File: src/rtl/sat_counter.sv
// Saturating up-counter with a synchronous clear that still honours a
// coincident increment (clear + inc leaves the counter at 1).
module sat_counter #(
    parameter int W = 16
) (
    input  logic         clk,
    input  logic         reset,
    input  logic         clr,
    input  logic         inc,
    output logic [W-1:0] q
);

    always_ff @(posedge clk) begin
        if (reset) begin
            q <= '0;
        end else if (clr) begin
            q <= W'(inc);
        end else if (inc && (q != '1)) begin
            q <= q + 1'b1;
        end
    end

endmodule

File: config.mk
export PLATFORM = sky130hd
export DESIGN_NAME = sat_counter
export DESIGN_NICKNAME = d
export VERILOG_FILES = /design/src/rtl/sat_counter.sv
export SDC_FILE = /design/constraint.sdc
export NUM_CORES = 1
export LEC_CHECK = 0
export ABC_AREA = 1
export CORE_MARGIN = 2
export CORE_UTILIZATION = 48
export DETAILED_ROUTE_END_ITERATION = 7
export PLACE_DENSITY_LB_ADDON = 0.3
export SETUP_SLACK_MARGIN = 0.4
export SYNTH_ARGS = -nofsm -noshare
export SYNTH_HDL_FRONTEND = slang
export SYNTH_SLANG_ARGS = --single-unit
export TNS_END_PERCENT = 30
File: constraint.sdc
create_clock -name clk -period 2.27 [get_ports clk]
set_clock_uncertainty 0.2 [all_clocks]
set_input_delay 0.681 -clock clk [delete_from_list [all_inputs] [get_ports clk]]
set_output_delay 0.681 -clock clk [all_outputs]
set_load 0.02 [all_outputs]
==> flow_summary.yaml, run 1 <==
setup_path:
  reg2reg_to: "q[13]$_SDFFE_PP0P_"
  crit_chain: "clkdlybuf4s15_1"
  ff2ff_setup_slack_ns: 0.54
  crit_arrival_ns: 1.04
  critPathRequiredTime_ns: 1.39
  critPathLaunchType: "flop"
  crit_path_end_kind: "output port"
  r2r_cells: 9
  crit_slowest_cell: "dfxtp_1"
  crit_type: "flop to output port"
  critPathTopFamily: "flip-flops"
  r2r_start: "q[1]$_SDFFE_PP0P_"
  cp_max_fo: 5
  slowest_delay_ns: 0.42
  crit_buf_inv: 1
worst_hold_path:
  min_path_cells: 2
  hp-start: "q[1]$_SDFFE_PP0P_"
  min_to: "q[1]$_SDFFE_PP0P_"
  worstHoldPathType: "flop to flop"
timing:
  rsz0062_at_grt: "yes"
  clock.fmax_mhz: 522
  period_minus_slack_ns: 1.92
  slew_headroom_pct: 79.4
  slew_viol_final: 0
  whs_ns: 0.328
  period_share_pct: 84.4
  setup_viol: 0
  finalSetupTns_ns: 0
  timing.final.ws_setup_ns: 0.354
  worst_pin_slew_ns: 0.307
  hold_violations: 0
cells_and_area:
  areaGrowthSynthToFinish_pct: 27.7
  final_cells: 182
  regArea_um2: 327
  utilization_pct: 65.4
  finalInstanceArea_mm2: 0.00114
  fill_cells: 167
  diodes: 0
  drive_above_1_share_pct: 21.0
  multi_input_area_um2: 517
  reg_top3: "q x16"
  largest_reg_flops: 16
  nets: 163
  regMostFlops: "q"
cts:
  clk_path_buf_depth: 2
  clock-sinks: 16
  cts-root-buf: "clkbuf_4"
  cts_tree: "built"
  cts_made_buffers: 3
  path_clk_slew_ns: 0.10
  postCtsSetupRepairBufs: 0
  worstSkewPairLatency_ns: 0.29
  htreeDepth: 1
  hold_buffers: 0
logic_synthesis:
  synth_edf_count: 0
  synth.cell_area_um2: 893
  synth_ff_type: "dfxtp_1"
  netlist_top_cells_area: "dfxtp_1 36%, nand2_1 14%, nor2_1 12%"
  synth_seq_cells: 16
  synth_top_area_share_pct: 35.9
  synth.distinct_cells: 18
  synth_top_area_cell: "dfxtp_1"
  synthArstFlopShare_pct: 0
  synth_most_common_cell: "nand2_1"
  synth_seq_area_share_pct: 35.9
  syn_inst: 136
  ys_warn_count: 0
  syn-num-nets: 141
  synthTopCellsByCount: "33 x nand2_1, 28 x nor2_1, 16 x dfxtp_1, 13 x inv_1, 12 x a21oi_1"
  syn_avg_cell_area_um2: 6.57
global_route:
  overflow: 0
  grtUsageMet1_pct: 27.0
  grt_pass1_vias: 778
  grt_use_met3_pct: 4.62
  antenna_found_initial: 0
  grt_usage_pct: 20.5
  met2_usage_pct: 32.3
  grt_pass1_wl_um: 3170
  grt_max_degree: 22
  top_usage_layer: "met2"
route:
  drt_wl_total_um: 1940
  antenna_left: 0
  drc: 0
  via_per_inst: 5.04
  drt_iter0_drc: 15
  vias: 918
  post_drt_wl_per_cell_um: 10.7
  drt-pass1-iter-count: 4
run_status:
  status: "finished clean"
place:
  placed_cells: 178
  io_buffers: 19
  dp_hpwl_um: 1350
  place_congestion: 0.789
  postPlaceCellArea_mm2: 0.00109
  preCtsSetupSlack_ns: 0.118
floorplan:
  core_area_mm2: 0.00175
  io_pins: 20
  initial_core_util_pct: 51.2
  dieArea_mm2: 0.00222
  chipHeight_um: 47.1
  num_rows: 15
  die_w_um: 47.1
run:
  maxCapViolCount: 0
pwr:
  p_per_area_mw_per_mm2: 458
  p_total_mw: 0.523
  p_leak_nw: 0.441
  vdd_drop_max_mv: 0.315
==> cell families after synthesis <==
| logic type | Yosys count | share of synthesized area [%] |
|---|---|---|
| and+or+nand+nor | 89 | 46.4 |
| buffers and inverters | 16 | 8.54 |
| DFF | 16 | 35.9 |
| AOI/OAI and AO/OA | 14 | 7.84 |
| adders and majority gates | 1 | 1.40 |
==> routing by layer <==
metal | routed length, um | up-vias
met5 | 0 | -
met4 | 31 | 0
met3 | 91 | 5
met2 | 934 | 25
met1 | 882 | 414
li1 | - | 474
==> placed cells by master (no fill, tap or decap), drive strengths merged <==
master	instances
dfxtp	16
nand3b	1
a21oi	12
inv	13
dlymetal6s2s	1
nand4	1
ha	1
nand3	15
buf	1
nor3	2
clkdlybuf4s15	9
o21ai	2
clkbuf	8
dlygate4sd2	3
nand2	39
clkdlybuf4s50	2
nor2	31
==> worst register-to-register path, delay by kind of cell (launching register included) <==
kind | cells | cell delay [ns]
fa+ha+maj | 1 | 0.21
buf+inv | 1 | 0.08
simple gates | 7 | 0.79
flops | 1 | 0.38
==> power by group <==
part / internal [mW] / total, mW / switching, mW
Sequential: 0.283 / 0.287 / 0.00312
Combinational: 0.0181 / 0.0469 / 0.0288
Clock: 0.0977 / 0.190 / 0.0920
==> layout make-up <==
class                           count  share of cell area [%]
Clock buffer                        4                    3.18
Multi-Input combinational cell    104                    45.3
Inverter                           13                    4.28
Sequential cell                    16                    28.6
Tap cell                           25                    2.74
Timing Repair Buffer               20                    15.9
==> worst max-delay path by stage <==
stage | slack [ns] | endpoint | cells after the start | from
global route | 0.31 | q[5] | 1 | q[5]$_SDFFE_PP0P_
floorplan | 0.50 | q[0]$_SDFFE_PP0P_ | 11 | q[0]$_SDFFE_PP0P_
finish | 0.35 | q[5] | 1 | q[5]$_SDFFE_PP0P_
global placement | 0.16 | q[9]$_SDFFE_PP0P_ | 6 | inc
detailed placement | 0.12 | q[12]$_SDFFE_PP0P_ | 6 | inc
CTS | 0.36 | q[0] | 1 | q[0]$_SDFFE_PP0P_
==> what timing repair did <==
item | 4_1_cts | 5_1_grt
pin swaps | 0 | 1
endpoints found under the setup margin | 16 | 29
gates resized for setup | 37 | 10
Note: power is estimated with default switching activity, not from simulation.
==> run 2: changes to the inputs <==
--- a/config.mk
+++ b/config.mk
@@ -7,7 +7,7 @@
 export LEC_CHECK = 0
 export ABC_AREA = 1
 export CORE_MARGIN = 2
-export CORE_UTILIZATION = 48
+export CORE_UTILIZATION = 44
 export DETAILED_ROUTE_END_ITERATION = 7
 export PLACE_DENSITY_LB_ADDON = 0.3
 export SETUP_SLACK_MARGIN = 0.4
==> constraint.sdc (replaced) <==
create_clock -name clk -period 1.7 [get_ports clk]
set_clock_uncertainty 0.2 [all_clocks]
set_input_delay 0.51 -clock clk [delete_from_list [all_inputs] [get_ports clk]]
set_output_delay 0.51 -clock clk [all_outputs]
set_load 0.02 [all_outputs]
==> flow_summary.yaml, run 2 (synthesis results as in run 1) <==
run_status:
  status: "finished clean"
global_route:
  antenna_found_initial: 0
  grt_pass1_wl_um: 4090
  grt_pass1_vias: 966
  grt_usage_pct: 21.8
  overflow: 0
  grt_max_degree: 11
floorplan:
  initial_core_util_pct: 46.0
  dieArea_mm2: 0.00241
  chipHeight_um: 49.1
  die_w_um: 49.1
  num_rows: 16
  io_pins: 20
  core_area_mm2: 0.00194
timing:
  slew_viol_final: 0
  rsz0062_at_grt: "yes"
  period_minus_slack_ns: 1.57
  setup_viol: 0
  hold_violations: 0
  slew_headroom_pct: 69.6
  period_share_pct: 92.2
  clock.fmax_mhz: 638
  timing.final.ws_setup_ns: 0.133
  worst_pin_slew_ns: 0.456
cells_and_area:
  diodes: 0
  finalInstanceArea_mm2: 0.00135
  final_common_cell: "nand2_1"
  nets: 181
  largest_reg_flops: 16
  reg_top3: "q x16"
  regMostFlops: "q"
  drive_above_1_share_pct: 43.4
  areaGrowthSynthToFinish_pct: 51.1
  final_cell_mix: "32 x nand2_1, 26 x nor2_1, 15 x buf_4, 12 x dfxtp_2"
setup_path:
  cp_max_fo: 6
  ff2ff_setup_slack_ns: 0.13
  crit_type: "flop to flop"
  critPathRequiredTime_ns: 1.69
  r2r_cells: 9
  crit_arrival_ns: 1.56
  critPathLaunchType: "flop"
  reg2reg_to: "q[15]$_SDFFE_PP0P_"
  crit_path_end_kind: "flop"
  r2r_start: "q[0]$_SDFFE_PP0P_"
worst_hold_path:
  min_to: "q[14]$_SDFFE_PP0P_"
  worstHoldPathType: "flop to flop"
  min_path_cells: 2
  hp-start: "q[14]$_SDFFE_PP0P_"
route:
  drt_wl_total_um: 2450
  drt-pass1-iter-count: 4
  antenna_left: 0
  vias: 1026
  post_drt_wl_per_cell_um: 12.1
  via_per_inst: 5.08
  drc: 0
  drt_iter0_drc: 23
pwr:
  vdd_drop_max_mv: 0.328
  p_per_area_mw_per_mm2: 508
  p_leak_nw: 0.570
  p_total_mw: 0.685
cts:
  worstSkewPairLatency_ns: 0.29
  cts-root-buf: "clkbuf_4"
  path_clk_slew_ns: 0.09
  cts_made_buffers: 3
  hold_buffers: 0
  clk_path_buf_depth: 2
  cts_tree: "built"
  htreeDepth: 1
  clock-sinks: 16
place:
  postPlaceCellArea_mm2: 0.00121
  dp_hpwl_um: 1550
  place_congestion: 0.773
  io_buffers: 19
  preCtsSetupSlack_ns: -0.318
run:
  maxCapViolCount: 0
-- run 2: cell count changes in the layout (fill, tap and decap cells not counted), moves of 5 or more --
| cell | delta |
|---|---|
| dfxtp_2 | +7 |
| buf_4 | +14 |
| clkdlybuf4s15_1 | -5 |
| buf_6 | +8 |
| buf_2 | +10 |
| dfxtp_1 | -11 |
-- run 2: area by class of cell --
type	instances	area (um2)
Clock buffer	4	26.3
Sequential cell	16	350
Multi-Input combinational cell	106	607
Tap cell	27	33.8
Timing Repair Buffer	36	282
Inverter	13	51.3
Fill cell	180	592
-- run 2: worst max path at each step --
stage | endpoint | slack (ns) | start
final | q[15]$_SDFFE_PP0P_ | 0.13 | q[0]$_SDFFE_PP0P_
after global routing | q[15]$_SDFFE_PP0P_ | 0.08 | q[0]$_SDFFE_PP0P_
after CTS | q[15]$_SDFFE_PP0P_ | 0.12 | q[0]$_SDFFE_PP0P_
after detailed placement | q[15]$_SDFFE_PP0P_ | -0.32 | inc
after global placement | q[9]$_SDFFE_PP0P_ | -0.26 | inc
after floorplan | q[0]$_SDFFE_PP0P_ | 0.19 | q[1]$_SDFFE_PP0P_
-- run 2: power by group --
| group | internal [mW] | switching [mW] |
|---|---|---|
| Combinational | 0.0379 | 0.0515 |
| Sequential | 0.374 | 0.00578 |
| Clock | 0.0914 | 0.125 |
-- run 2: timing repair --
item / CTS / global route
gates cloned: 2 / 0
setup endpoints to repair: 32 / 32
pin swaps: 5 / 7
gates resized for setup: 86 / 8
setup buffers: 6 / 2
-- run 2: routing by layer --
metal	track usage, %	share of wire [%]
met5	0	0
met4	8.57	1.2
met3	3.68	3.4
met2	39.2	51
met1	25.5	44
-- run 2: stage by stage --
step	TNS, ns	instances	hold WS [ns]	utilization, %
floorplan	0	136	0.336	-
global placement	-3.45	188	0.278	62.4
detailed placement	-4.01	188	0.299	62.4
CTS	0	200	0.320	67.3
global route	0	202	0.356	69.5
finish	0	202	0.322	69.5
-- run 2: worst max-delay path, cell delays in order (launching register included) --
cell	delay [ns]
dfxtp_4	0.39
ha_4	0.14
inv_4	0.04
nor2_4	0.10
nand2_4	0.10
nand2_8	0.12
nand2_8	0.08
buf_6	0.12
a21oi_2	0.12
nor2_1	0.05
